<file path="src/rtl/rb_ctrl_pkg.sv">
// Shared types and width helpers for the row-buffer controller.
package rb_ctrl_pkg;

   typedef enum logic [1:0] {
      ST_IDLE = 2'd0,
      ST_FILL = 2'd1,
      ST_RUN  = 2'd2,
      ST_DONE = 2'd3
   } rb_state_e;

   function automatic int unsigned cnt_width(input int unsigned n);
      return (n > 32'd1) ? $clog2(n) : 32'd1;
   endfunction

   function automatic int unsigned col_width(input int unsigned image_width);
      return cnt_width(image_width);
   endfunction

   function automatic int unsigned row_width(input int unsigned image_height);
      return cnt_width(image_height);
   endfunction

   function automatic int unsigned sel_width(input int unsigned rb_count);
      return cnt_width(rb_count);
   endfunction

endpackage

</file>
<file path="src/rtl/row_buffer_ctrl_wrap_counter.sv">
// Modulo counter: counts on i_en, returns to zero after i_max. o_wrap flags the
// terminal value so the owner can chain the next counter off (i_en & o_wrap).
module wrap_counter #(
   parameter int unsigned WIDTH = 8
) (
   input  logic             clk,
   input  logic             rst_n,
   input  logic             i_clr,
   input  logic             i_en,
   input  logic [WIDTH-1:0] i_max,
   output logic [WIDTH-1:0] o_cnt,
   output logic             o_wrap
);

   logic [WIDTH-1:0] r_cnt;

   assign o_wrap = (r_cnt == i_max);
   assign o_cnt  = r_cnt;

   // count register: clear wins over enable
   always_ff @(posedge clk or negedge rst_n) begin
      if (!rst_n) begin
         r_cnt <= {WIDTH{1'b0}};
      end else if (i_clr) begin
         r_cnt <= {WIDTH{1'b0}};
      end else if (i_en) begin
         r_cnt <= o_wrap ? {WIDTH{1'b0}} : r_cnt + WIDTH'(1);
      end else begin
         r_cnt <= r_cnt;
      end
   end

endmodule

</file>
<file path="src/rtl/row_buffer_ctrl.sv">
// Row-buffer controller: steers an incoming pixel stream round-robin into
// RB_COUNT line buffers and issues column reads once RB_COUNT-1 rows are held.
module row_buffer_ctrl
   import rb_ctrl_pkg::*;
#(
   parameter int unsigned RB_COUNT     = 8,
   parameter int unsigned IMAGE_WIDTH  = 256,
   parameter int unsigned IMAGE_HEIGHT = 256
) (
   input  logic                           clk,
   input  logic                           rst_n,
   input  logic                           start,
   input  logic                           in_valid,
   output logic                           in_ready,
   output logic [RB_COUNT-1:0]            wr_en,
   output logic [$clog2(IMAGE_WIDTH)-1:0] wr_addr,
   output logic                           rd_en,
   output logic [$clog2(IMAGE_WIDTH)-1:0] rd_addr,
   output logic [$clog2(RB_COUNT)-1:0]    rb_base,
   output logic                           window_valid,
   output logic                           busy,
   output logic                           frame_done
);

   localparam int unsigned CW = col_width(IMAGE_WIDTH);
   localparam int unsigned RW = row_width(IMAGE_HEIGHT);
   localparam int unsigned SW = sel_width(RB_COUNT);

   localparam logic [CW-1:0] COL_MAX       = CW'(IMAGE_WIDTH - 1);
   localparam logic [RW-1:0] ROW_MAX       = RW'(IMAGE_HEIGHT - 1);
   localparam logic [SW-1:0] SEL_MAX       = SW'(RB_COUNT - 1);
   localparam logic [RW-1:0] FILL_LAST_ROW = RW'(RB_COUNT - 2);

   rb_state_e r_state;
   rb_state_e w_state_nxt;

   logic                w_accept;
   logic                w_clr;
   logic                w_row_step;
   logic                w_col_last;
   logic                w_row_last;
   logic                w_sel_last;
   logic [CW-1:0]       w_col;
   logic [RW-1:0]       w_row;
   logic [SW-1:0]       w_sel;
   logic [RB_COUNT-1:0] w_sel_onehot;

   logic [RB_COUNT-1:0] r_wr_en;
   logic [CW-1:0]       r_wr_addr;
   logic                r_rd_en;
   logic [CW-1:0]       r_rd_addr;
   logic [SW-1:0]       r_rb_base;
   logic                r_window_valid;

   assign w_clr        = (r_state == ST_IDLE) & start;
   assign w_accept     = in_valid & in_ready;
   assign w_row_step   = w_accept & w_col_last;
   assign w_sel_onehot = {{(RB_COUNT-1){1'b0}}, 1'b1} << w_sel;

   wrap_counter #(.WIDTH(CW)) u_col (
      .clk(clk), .rst_n(rst_n), .i_clr(w_clr), .i_en(w_accept),
      .i_max(COL_MAX), .o_cnt(w_col), .o_wrap(w_col_last)
   );

   wrap_counter #(.WIDTH(RW)) u_row (
      .clk(clk), .rst_n(rst_n), .i_clr(w_clr), .i_en(w_row_step),
      .i_max(ROW_MAX), .o_cnt(w_row), .o_wrap(w_row_last)
   );

   wrap_counter #(.WIDTH(SW)) u_sel (
      .clk(clk), .rst_n(rst_n), .i_clr(w_clr), .i_en(w_row_step),
      .i_max(SEL_MAX), .o_cnt(w_sel), .o_wrap(w_sel_last)
   );

   // FSM state register
   always_ff @(posedge clk or negedge rst_n) begin
      if (!rst_n) begin
         r_state <= ST_IDLE;
      end else begin
         r_state <= w_state_nxt;
      end
   end

   // FSM next-state; start is only honoured from IDLE
   always_comb begin
      w_state_nxt = r_state;
      case (r_state)
         ST_IDLE: if (start) w_state_nxt = ST_FILL; else w_state_nxt = ST_IDLE;
         ST_FILL: if (w_row_step && (w_row == FILL_LAST_ROW)) w_state_nxt = ST_RUN;
                  else w_state_nxt = ST_FILL;
         ST_RUN:  if (w_row_step && w_row_last) w_state_nxt = ST_DONE;
                  else w_state_nxt = ST_RUN;
         ST_DONE: w_state_nxt = ST_IDLE;
         default: w_state_nxt = ST_IDLE;
      endcase
   end

   // FSM state-decoded outputs
   always_comb begin
      in_ready   = 1'b0;
      busy       = 1'b0;
      frame_done = 1'b0;
      case (r_state)
         ST_FILL: begin in_ready = 1'b1; busy = 1'b1; end
         ST_RUN:  begin in_ready = 1'b1; busy = 1'b1; end
         ST_DONE: frame_done = 1'b1;
         default: frame_done = 1'b0;
      endcase
   end

   // write/read strobes one cycle after accept; window_valid trails the BRAM read by one
   always_ff @(posedge clk or negedge rst_n) begin
      if (!rst_n) begin
         r_wr_en        <= {RB_COUNT{1'b0}};
         r_wr_addr      <= {CW{1'b0}};
         r_rd_en        <= 1'b0;
         r_rd_addr      <= {CW{1'b0}};
         r_rb_base      <= {SW{1'b0}};
         r_window_valid <= 1'b0;
      end else begin
         if (w_accept) begin
            r_wr_en   <= w_sel_onehot;
            r_wr_addr <= w_col;
         end else begin
            r_wr_en   <= {RB_COUNT{1'b0}};
         end
         // the buffer after the one being written holds the oldest row
         if (w_accept && (r_state == ST_RUN)) begin
            r_rd_en   <= 1'b1;
            r_rd_addr <= w_col;
            r_rb_base <= w_sel_last ? {SW{1'b0}} : w_sel + SW'(1);
         end else begin
            r_rd_en   <= 1'b0;
         end
         r_window_valid <= r_rd_en;
      end
   end

   assign wr_en        = r_wr_en;
   assign wr_addr      = r_wr_addr;
   assign rd_en        = r_rd_en;
   assign rd_addr      = r_rd_addr;
   assign rb_base      = r_rb_base;
   assign window_valid = r_window_valid;

endmodule

</file>
<file path="config.mk">
export PLATFORM = sky130hd
export DESIGN_NAME = row_buffer_ctrl
export DESIGN_NICKNAME = d
export VERILOG_FILES = /design/src/rtl/rb_ctrl_pkg.sv /design/src/rtl/row_buffer_ctrl_wrap_counter.sv /design/src/rtl/row_buffer_ctrl.sv
export SDC_FILE = /design/constraint.sdc
export NUM_CORES = 1
export LEC_CHECK = 0
export BUFFER_PORTS_ARGS = -buffer_cell sky130_fd_sc_hd__buf_2
export CORE_UTILIZATION = 50
export DETAILED_ROUTE_END_ITERATION = 6
export PLACE_DENSITY = 0.77
export SYNTH_ARGS = -nofsm -noshare
export SYNTH_HDL_FRONTEND = slang
export SYNTH_SLANG_ARGS = --single-unit
</file>
<file path="constraint.sdc">
create_clock -name clk -period 2.85 [get_ports clk]
set_input_delay 0.57 -clock clk [delete_from_list [all_inputs] [get_ports clk]]
set_output_delay 0.57 -clock clk [all_outputs]
set_load 0.02 [all_outputs]
</file>
==> reports/summary.txt, run 1 <==
mean post-synth cell area: 10.9 sq um
Core Rows: 24
peak supply drop: 0.454 mV
status: completed
Synth cell types: 37
die width: 69.5 um
Max-Cap Viols: 0
max frequency: 495 MHz
largest net degree at the start of global routing: 51
chip height: 69.5 um
drt drc: 0
Initial Utilization: 52.3%
grt total ovfl: 0
# port buffers: 35
post-CTS setup buffer count: 0
Post-Place Worst Slack: 0.843 ns
Crit path arrival time: 2.21 ns
via count of the first global-routing pass: 1487
layout cells sized above 1: 24.6%
Worst Tran Pin Value: 0.641 ns
Final Hold Viols: 0
clk slew on worst S/H paths: 0.09 ns
Rel. slew slack: 57.3%
GRT Total Usage: 19.3%
CTS Buffer Depth: 2
clock tree from TritonCTS: done
crit-path max FO: 8
Required @ worst endpoint: 3.04 ns
Sink Count: 50
fin. max-slew vios: 0
PostCTS Resize Cnt: 0
Area Overhead vs Synth: 14.0%
clock skew: 0.00686 ns
GPL Wtd Cong: 0.875
Async SR Flop Fraction: 100%
Yosys warnings: 0
Vias: 1575
Leak: 1.38 nW
htree depth: 2
Post-Syn Area: 0.00228 sq mm
average vias per placed instance: 5.25
most common cell after layout, fill and taps aside: dfrtp_1
Starting DRT DRC Count: 90
power per cell area: 701 mW/mm^2
crit end category: register
ant diodes: 0
Final HPWL DP: 2840 um
HP Class: primary input to asynchronous set/reset pin
RSZ-0062 raised after global routing: false
Int Pwr: 1.25 mW
most frequent cells in the layout: 50 x dfrtp_1, 35 x buf_2, 34 x nand2_1, 21 x nor2_1, 14 x ha_1
# setup viols final: 0
sequential share of power: 51.6%
Routed Wire Length: 4150 um
Worst path slowest cell: dfrtp_1
Fin Setup TNS: 0 ns
CP startpoint kind: register
drt wl/cell: 13.8 um
core area: 0.00435 sq mm
post-synthesis net count: 227
first-pass GRT wire length: 7320 um
worst-path cell chain: inv_1, ha_1, nand2_1, nor3_2, buf_4, nand4_1, a221oi_1, a21oi_1
switching share of power: 31.3%
TritonCTS Buffers: 5
Boundary Pins: 36
Main synth FF type: dfrtp_1
combinational power share: 21.3%
number of synthesized flops with an enable pin: 0
Pwr Total: 1.82 mW
min cycle time layout: 2.02 ns
sequential fraction of the synthesis area: 55.0%
final worst setup slack: 0.831 ns
R2R cell count: 8
worst setup path category: register to register
Clk pwr share: 27.1%
Net Sw Power: 570 uW
Layout Nets: 265
Synth Instances: 209
die area: 0.00483 sq mm
Clk Latency, worst-skew pair: 0.30 ns
hold buffers post-CTS: 0
CP max stage delay: 0.42 ns
Final Cycle Share: 70.8%
ANT nets after route: 0
initial antenna violation count: 0
FF+latch count, synth: 50
DR pass1 iterations: 4
Root Buffer: clkbuf_8
-- area by class of cell --
cell class,instances,area (sq um)
Multi-Input combinational cell,140,918
Timing Repair Buffer,40,213
Clock inverter,2,37.5
Inverter,10,37.5
Tap cell,52,65.1
Clock buffer,6,72.6
Sequential cell,50,1250
Fill cell,364,1760
-- synthesized netlist by cell type, types with 2 or more instances --
master	instances	share of area (%)
nor2_1	21	3.5
xor2_1	8	3.1
buf_4	2	0.66
clkbuf_1	4	0.66
o21ai_0	5	1.1
mux2_2	9	4.5
nor3_1	3	0.66
nand2_1	34	5.6
nand4_1	3	0.82
clkbuf_8	2	1.2
ha_1	14	7.7
xnor2_1	3	1.2
dfrtp_1	50	55
mux2i_1	3	1.3
inv_1	10	1.6
nand3_1	4	0.88
and3_1	12	3.3
a21oi_1	3	0.66
-- registers in the layout (all words and copies together), names as in the netlist, 3 cells and up, named ones only --
name / count
rb_base: 3
rd_addr: 8
u_col.o_cnt: 8
u_row.o_cnt: 8
u_sel.o_cnt: 3
wr_addr: 8
wr_en: 8
-- layer usage --
metal	track usage, %	part of all wire [%]
met1	26.5	46
met3	4.51	3.3
met2	29.8	49
met5	0	0
met4	7.48	1.4
-- worst paths after layout --
| check | from | endpoint | slack, ns |
|---|---|---|---|
| worst max-delay path | r_state[0] | r_state[0] | 0.83 |
| worst max register to register | r_state[0] | r_state[0] | 0.83 |
| min in group clk | rd_en | window_valid | 0.38 |
| max in group asynchronous | rst_n | u_row.o_cnt[4] | 2.09 |
| worst min-delay path | rst_n | wr_addr[1] | 0.35 |
| worst min register to register | rd_en | window_valid | 0.38 |
-- worst max-delay path: cells and delay by family (launching register included) --
family	cells	cell delay [ns]
simple gates	3	0.44
flops	1	0.42
compound gates	2	0.38
fa+ha+maj	1	0.37
buf+inv	2	0.29
-- stage by stage --
stage	util [%]	hold slack (ns)	cell area, sq um	cells
detailed placement	57.1	0.366	2480	292
CTS	59.6	0.376	2590	300
global placement	57.1	0.356	2480	292
floorplan	-	0.274	2280	209
finish	59.6	0.352	2590	300
global route	59.6	0.398	2590	300
-- power groups by stage --
stage / Clock, mW / Sequential [mW] / Combinational (mW)
after floorplan: 0 / 1.03 / 0.167
after global placement: 0 / 0.947 / 0.382
after detailed placement: 0 / 0.951 / 0.392
after CTS: 0.504 / 0.939 / 0.393
after global routing: 0.534 / 0.957 / 0.425
final: 0.492 / 0.939 / 0.387
-- logic make-up after synthesis --
family                   Yosys count  share of synthesized area, %
flip-flops                        50                          55.0
XOR/XNOR                          11                          4.23
AND/OR/NAND/NOR                   88                          18.5
adder cells (fa/ha/maj)           14                          7.70
multiplexers                      12                          5.77
AO/OA/AOI/OAI                     15                          4.12
buffers and inverters             19                          4.67
No activity file was read; power rests on OpenSTA's default activity.
==> run 2: changes to the inputs <==
--- a/config.mk
+++ b/config.mk
@@ -5,10 +5,11 @@
 export SDC_FILE = /design/constraint.sdc
 export NUM_CORES = 1
 export LEC_CHECK = 0
+export ABC_AREA = 1
 export BUFFER_PORTS_ARGS = -buffer_cell sky130_fd_sc_hd__buf_2
 export CORE_UTILIZATION = 50
 export DETAILED_ROUTE_END_ITERATION = 6
-export PLACE_DENSITY = 0.77
+export PLACE_DENSITY = 0.76
 export SYNTH_ARGS = -nofsm -noshare
 export SYNTH_HDL_FRONTEND = slang
 export SYNTH_SLANG_ARGS = --single-unit
==> constraint.sdc (replaced) <==
create_clock -name clk -period 2.1 [get_ports clk]
set_input_delay 0.42 -clock clk [delete_from_list [all_inputs] [get_ports clk]]
set_output_delay 0.42 -clock clk [all_outputs]
set_load 0.02 [all_outputs]
==> run 2 against run 1 <==
Wire length is 12% higher. Final area increased by 5.6%. Utilization rose by 2.1 points. Count of clock-buffer cells in the layout unchanged. Via count up 18%. Area after synthesis rose by 4.2%. Hold slack lost 0.29 ns.
==> reports/summary.txt, run 2 <==
status: completed
layout cells sized above 1: 20.3% (-4.3 points)
Area Overhead vs Synth: 15.6%
critical path depth: 9 (+1)
Fin Setup TNS: 0 ns (unchanged)
RR Endpoint: u_row.o_cnt[7]
crit-path max FO: 9 (+1)
min cycle time layout: 1.86 ns (-0.157 ns)
R2R cell count: 9 (+1)
core area: 0.00444 sq mm (+2.1%)
Leak: 1.45 nW (+5.6%)
Reg area: 0.00125 sq mm (unchanged)
die area: 0.00502 sq mm (+4.1%)
Main synth FF type: dfrtp_1
hold buffers post-CTS: 0 (unchanged)
Required @ worst endpoint: 2.30 ns (-0.74 ns)
Vias: 1852 (+18%)
Core Rows: 24 (unchanged)
Reg2Reg Launch Point: r_state[0]
chip height: 70.9 um (+2.0%)
GPL Wtd Cong: 0.945 (+7.9%)
Final HPWL DP: 3350 um (+18%)
via count of the first global-routing pass: 1769 (+19%)
Worst path slowest cell: dfrtp_1
Initial Utilization: 53.4% (+1.1 points)
ANT nets after route: 0 (unchanged)
RSZ-0062 raised after global routing: false
largest area contributor in the netlist: dfrtp_1
fin. max-slew vios: 0 (unchanged)
# setup viols final: 0 (unchanged)
share of the synthesized area in the top cell type: 52.8% (-2.2 points)
peak supply drop: 0.463 mV (+2.0%)
PostCTS Resize Cnt: 0 (unchanged)
Final Cycle Share: 88.7% (+18 points)
Max-Cap Viols: 0 (unchanged)
Worst Tran Pin Value: 0.491 ns (-0.150 ns)
Post-Syn Area: 0.00237 sq mm (+4.2%)
Boundary Pins: 36 (unchanged)
power per cell area: 1050 mW/mm^2 (+51%)
crit end category: register
FF+latch count, synth: 50 (unchanged)
worst hold slack: 0.0581 ns (-0.294 ns)
CTS Buffer Depth: 2 (unchanged)
ant diodes: 0 (unchanged)
grt total ovfl: 0 (unchanged)
Yosys warnings: 0 (unchanged)
Rel. slew slack: 67.2% (+9.9 points)
Reg2Reg Setup Slack: 0.24 ns (-0.59 ns)
number of synthesized flops with an enable pin: 0 (unchanged)
multi-input gate area in the final layout: 958 sq um (+4.4%)
sequential fraction of the synthesis area: 52.8% (-2.2 points)
Synth cell types: 27 (-27%)
post-synthesis net count: 283 (+25%)
GRT Total Usage: 21.2% (+1.9 points)
max frequency: 537 MHz (+8.4%)
Async SR Flop Fraction: 100% (unchanged)
count leader, synth: nand2_1
CP delay by family, top: simple AND/OR/NAND/NOR gates
# port buffers: 35 (unchanged)
worst-path cell chain: inv_1, ha_1, nand2_1, nor2_2, nand2_2, nand2_4, o21ai_0, nand2_1, nor2_1
TritonCTS Buffers: 5 (unchanged)
Starting DRT DRC Count: 123 (+37%)
fill count: 385 (+5.8%)
Crit path arrival time: 2.06 ns (-0.15 ns)
Clk Latency, worst-skew pair: 0.30 ns (about the same)
drt drc: 0 (unchanged)
Final Hold Viols: 0 (unchanged)
mean post-synth cell area: 8.95 sq um (-18%)
WP buf/inv: 1 (-1)
post-CTS setup buffer count: 0 (unchanged)
average vias per placed instance: 5.19 (-1.2%)
most common cell after layout, fill and taps aside: nand2_1
CP most frequent cell: nand2_1
largest net degree at the start of global routing: 33 (-35%)
CP startpoint kind: register
htree depth: 2 (unchanged)
Routed Wire Length: 4660 um (+12%)
first-pass GRT wire length: 8200 um (+12%)
worst setup path category: register to register
CP max stage delay: 0.41 ns (about the same)
Root Buffer: clkbuf_8
Synth top cells by count: 57 x nand2_1, 50 x dfrtp_1, 33 x inv_1
drt wl/cell: 13.1 um (-5.7%)
most frequent cells in the layout: 57 x nand2_1, 50 x dfrtp_1, 35 x buf_2, 33 x inv_1, 29 x o21ai_0
Synth Instances: 265 (+27%)
final cell count without fillers: 357 (+19%)
clock skew: 0.00391 ns (-0.00295 ns)
die width: 70.9 um (+2.0%)
initial antenna violation count: 0 (unchanged)
HP Class: primary input to asynchronous set/reset pin
cell count after placement: 350 (+20%)
clk slew on worst S/H paths: 0.08 ns (about the same)
DR pass1 iterations: 6 (+2)
clock tree from TritonCTS: done
Sink Count: 50 (unchanged)
Layout Nets: 323 (+22%)
top area cells in the synthesized netlist: dfrtp_1 53%, nand2_1 9.0%, ha_1 7.4%
run 2: cell count changes in the layout (fill, tap and decap cells not counted), moves of 4 or more:
cell | before | now
and3_1 | 12 | 0
nand3_1 | 4 | 15
o21ai_0 | 5 | 29
mux2_2 | 9 | 0
inv_1 | 10 | 33
nand2_2 | 0 | 4
nand2_1 | 34 | 57
xor2_1 | 8 | 2
run 2: layout make-up:
cell class / instances / share of cell area [%]
clock buffer: 6 / 3.01
clock inverter: 1 / 1.10
inverter: 34 / 4.66
multi-input combinational: 174 / 35.0
sequential: 50 / 45.7
tap: 52 / 2.37
timing repair buffer: 40 / 8.22
run 2: cell families after synthesis:
group,after synthesis,synth area share [%]
AOI/OAI and AO/OA,39,8.60
DFF,50,52.8
buffers and inverters,41,6.81
adders and majority gates,14,7.39
xor gates and xnor gates,2,0.739
and+or+nand+nor,119,23.7
run 2: report_power, final:
part	internal, mW	switching, mW	leakage [nW]
logic	0.278	0.550	0.784
clock network	0.381	0.306	0.0573
registers	1.19	0.182	0.614
total	1.85	1.04	1.45
run 2: through the flow:
stage / setup slack [ns] / total power [mW] / utilization, % / area, sq um
3_5_place_dp: 0.264 / 2.22 / 59.1 / 2630
3_3_place_gp: 0.364 / 2.19 / 59.1 / 2630
6_report: 0.238 / 2.89 / 61.7 / 2740
4_1_cts: 0.253 / 2.91 / 61.7 / 2740
5_1_grt: 0.0860 / 3.09 / 61.7 / 2740
2_1_floorplan: 0.405 / 1.92 / - / 2370
run 2: worst register-to-register path, stage by stage (launching register included):
cell,delay (ns)
dfrtp_1,0.41
inv_1,0.10
ha_1,0.33
nand2_1,0.20
nor2_2,0.23
nand2_2,0.11
nand2_4,0.11
o21ai_0,0.13
nand2_1,0.09
nor2_1,0.04
run 2: worst max path at each step:
| stage | from | end | slack [ns] |
|---|---|---|---|
| floorplan | r_state[0] | u_col.o_cnt[3] | 0.41 |
| global placement | r_state[0] | u_row.o_cnt[7] | 0.36 |
| detailed placement | r_state[0] | u_row.o_cnt[7] | 0.26 |
| CTS | r_state[0] | u_row.o_cnt[7] | 0.25 |
| global route | r_state[0] | u_row.o_cnt[5] | 0.09 |
| finish | r_state[0] | u_row.o_cnt[7] | 0.24 |
run 2: layer usage:
metal  share of wire (%)  routed length, um  global-route usage [%]  vias to the layer above
met4                 2.0                 93                    8.67                        0
met3                 3.5                163                    4.99                        9
met2                  47               2190                    33.0                       44
met1                  47               2210                    28.7                      873
met5                   0                  0                       0                        -
li1                    -                  -                       -                      926
==> run 3: changes to the inputs <==
--- a/config.mk
+++ b/config.mk
@@ -10,6 +10,7 @@
 export CORE_UTILIZATION = 50
 export DETAILED_ROUTE_END_ITERATION = 6
 export PLACE_DENSITY = 0.76
+export SETUP_SLACK_MARGIN = 0.4
 export SYNTH_ARGS = -nofsm -noshare
 export SYNTH_HDL_FRONTEND = slang
 export SYNTH_SLANG_ARGS = --single-unit
==> run 3 against run 2 <==
Via count up 2.4%. Critical endpoint is now in_ready. Clock skew about the same. Utilization up 1.1 points.
==> reports/summary.txt, run 3 (synthesized netlist as in run 2, its figures left out) <==
first-pass GRT wire length: 8220 um (+0.16%)
TritonCTS Buffers: 5 (unchanged)
Routed Wire Length: 4710 um (+0.92%)
Fin Setup TNS: 0 ns (unchanged)
Leak: 1.47 nW (+0.91%)
# port buffers: 35 (unchanged)
hold buffers post-CTS: 0 (unchanged)
peak supply drop: 0.465 mV (+0.26%)
Vias: 1896 (+2.4%)
crit end category: primary output
WP buf/inv: 2 (+1)
power per cell area: 1040 mW/mm^2 (-1.6%)
largest net degree at the start of global routing: 33 (unchanged)
Starting DRT DRC Count: 144 (+17%)
Pwr Total: 2.90 mW (+0.16%)
fin. max-slew vios: 0 (unchanged)
Boundary Pins: 36 (unchanged)
fill count: 381 (-1.0%)
grt total ovfl: 0 (unchanged)
Rel. slew slack: 69.2% (+2.1 points)
die area: 0.00502 sq mm (unchanged)
via count of the first global-routing pass: 1787 (+1.0%)
DR pass1 iterations: 7 (+1)
Sink Count: 50 (unchanged)
Worst path slowest cell: dfrtp_1
Reg2Reg Setup Slack: 0.55 ns (+0.31 ns)
core area: 0.00444 sq mm (unchanged)
GRT Total Usage: 21.2% (+0.031 points)
Clk Latency, worst-skew pair: 0.30 ns (about the same)
Int Pwr: 1.86 mW (+0.20%)
min cycle time layout: 1.67 ns (-0.195 ns)
crit-path max FO: 3 (-6)
critical path depth: 3 (-6)
most frequent cells in the layout: 54 x nand2_1, 50 x dfrtp_1, 33 x buf_2, 31 x inv_1, 29 x o21ai_0
Initial Utilization: 53.4% (unchanged)
layout cells sized above 1: 22.8% (+2.5 points)
Root Buffer: clkbuf_8
Net Sw Power: 1.04 mW (about the same)
Final HPWL DP: 3350 um (unchanged)
worst-path cell chain: inv_1, ha_4, buf_4
drt drc: 0 (unchanged)
Final Hold Viols: 0 (unchanged)
switching share of power: 35.9% (about the same)
RR Endpoint: u_row.o_cnt[7]
Area Overhead vs Synth: 17.7%
Clk pwr share: 23.7% (about the same)
max frequency: 600 MHz (+12%)
clock tree from TritonCTS: done
# setup viols final: 0 (unchanged)
ANT nets after route: 0 (unchanged)
htree depth: 2 (unchanged)
combinational power share: 28.8% (+0.2 points)
Final Cycle Share: 79.4% (-9.3 points)
average vias per placed instance: 5.28 (+1.8%)
R2R cell count: 9 (unchanged)
clock skew: 0.00366 ns (-0.000256 ns)
Core Rows: 24 (unchanged)
status: completed
Worst Tran Pin Value: 0.461 ns (-0.0300 ns)
sequential share of power: 47.5% (about the same)
worst setup path category: register to primary output
die width: 70.9 um (unchanged)
RSZ-0062 raised after global routing: false
CP delay by family, top: flip-flops
most common cell after layout, fill and taps aside: nand2_1
drt wl/cell: 13.1 um (+0.36%)
GPL Wtd Cong: 0.945 (unchanged)
Max-Cap Viols: 0 (unchanged)
chip height: 70.9 um (unchanged)
Layout Nets: 325 (+0.62%)
Crit path arrival time: 1.25 ns (-0.81 ns)
HP Class: primary input to asynchronous set/reset pin
ant diodes: 0 (unchanged)
initial antenna violation count: 0 (unchanged)
clk slew on worst S/H paths: 0.08 ns (about the same)
CP startpoint kind: register
CTS Buffer Depth: 2 (unchanged)
Required @ worst endpoint: 1.68 ns (-0.62 ns)
CP max stage delay: 0.39 ns (-0.02 ns)
run 3: cell types whose count changed in the layout (fill, tap and decap cells not counted):
| cell | change |
|---|---|
| ha_1 | -1 |
| buf_4 | +4 |
| nor2_4 | +1 |
| nand2_1 | -3 |
| inv_2 | +2 |
| buf_2 | -2 |
| inv_1 | -2 |
| nor2_2 | -1 |
| nand2_2 | +2 |
| nand2_4 | +1 |
| ha_4 | +1 |
run 3: how the worst max path moves through the flow:
stage / slack [ns] / endpoint / start
finish: 0.43 / in_ready / r_state[0]
global route: 0.40 / in_ready / r_state[0]
CTS: 0.40 / in_ready / register
detailed placement: 0.26 / u_row.o_cnt[7] / r_state[0]
global placement: 0.36 / u_row.o_cnt[7] / r_state[0]
floorplan: 0.41 / u_col.o_cnt[3] / r_state[0]
run 3: worst reg2reg max path: cells and delay by family (launching register included):
| family | cells | cell delay [ns] |
|---|---|---|
| buffers and inverters | 1 | 0.08 |
| and+or+nand+nor | 6 | 0.53 |
| adders and majority gates | 1 | 0.30 |
| AOI/OAI and AO/OA | 1 | 0.13 |
| DFF | 1 | 0.40 |
run 3: timing repair:
item,in CTS,in global routing
gates resized for setup,4,6
setup endpoints to repair,14,17
gates cloned,0,0
hold endpoints to repair,0,0
setup buffers,2,0
pin swaps,1,0
run 3: final cells by class:
type / instances / area [sq um] / area share, %
inverter: 34 / 128 / 4.57
multi-input combinational: 174 / 988 / 35.4
sequential: 50 / 1250 / 44.8
timing repair buffer: 42 / 245 / 8.79
clock buffer: 6 / 82.6 / 2.96
tap: 52 / 65.1 / 2.33
clock inverter: 1 / 30.0 / 1.08
run 3: layer usage:
layer	share of wire, %	track usage, %	vias up	wire length [um]
met3	4.1	4.99	8	193
met5	0	0	-	0
met4	2.0	8.67	0	94
met1	46	28.6	903	2140
met2	48	33.2	56	2280
li1	-	-	929	-
run 3: power groups by stage:
| stage | clock network, mW | registers (mW) | logic [mW] |
|---|---|---|---|
| after floorplan | 0 | 1.54 | 0.382 |
| after global placement | 0 | 1.38 | 0.814 |
| after detailed placement | 0 | 1.39 | 0.830 |
| after CTS | 0.702 | 1.37 | 0.839 |
| after global routing | 0.740 | 1.41 | 0.946 |
| final | 0.687 | 1.37 | 0.833 |
run 3: metrics by stage:
step | area, sq um | hold slack (ns) | std cells | setup slack, ns | util, %
floorplan | 2370 | 0.124 | 265 | 0.405 | -
global placement | 2630 | 0.359 | 350 | 0.364 | 59.1
detailed placement | 2630 | 0.368 | 350 | 0.264 | 59.1
CTS | 2760 | 0.0644 | 359 | 0.404 | 62.2
global route | 2790 | 0.0871 | 359 | 0.399 | 62.8
finish | 2790 | 0.0601 | 359 | 0.432 | 62.8
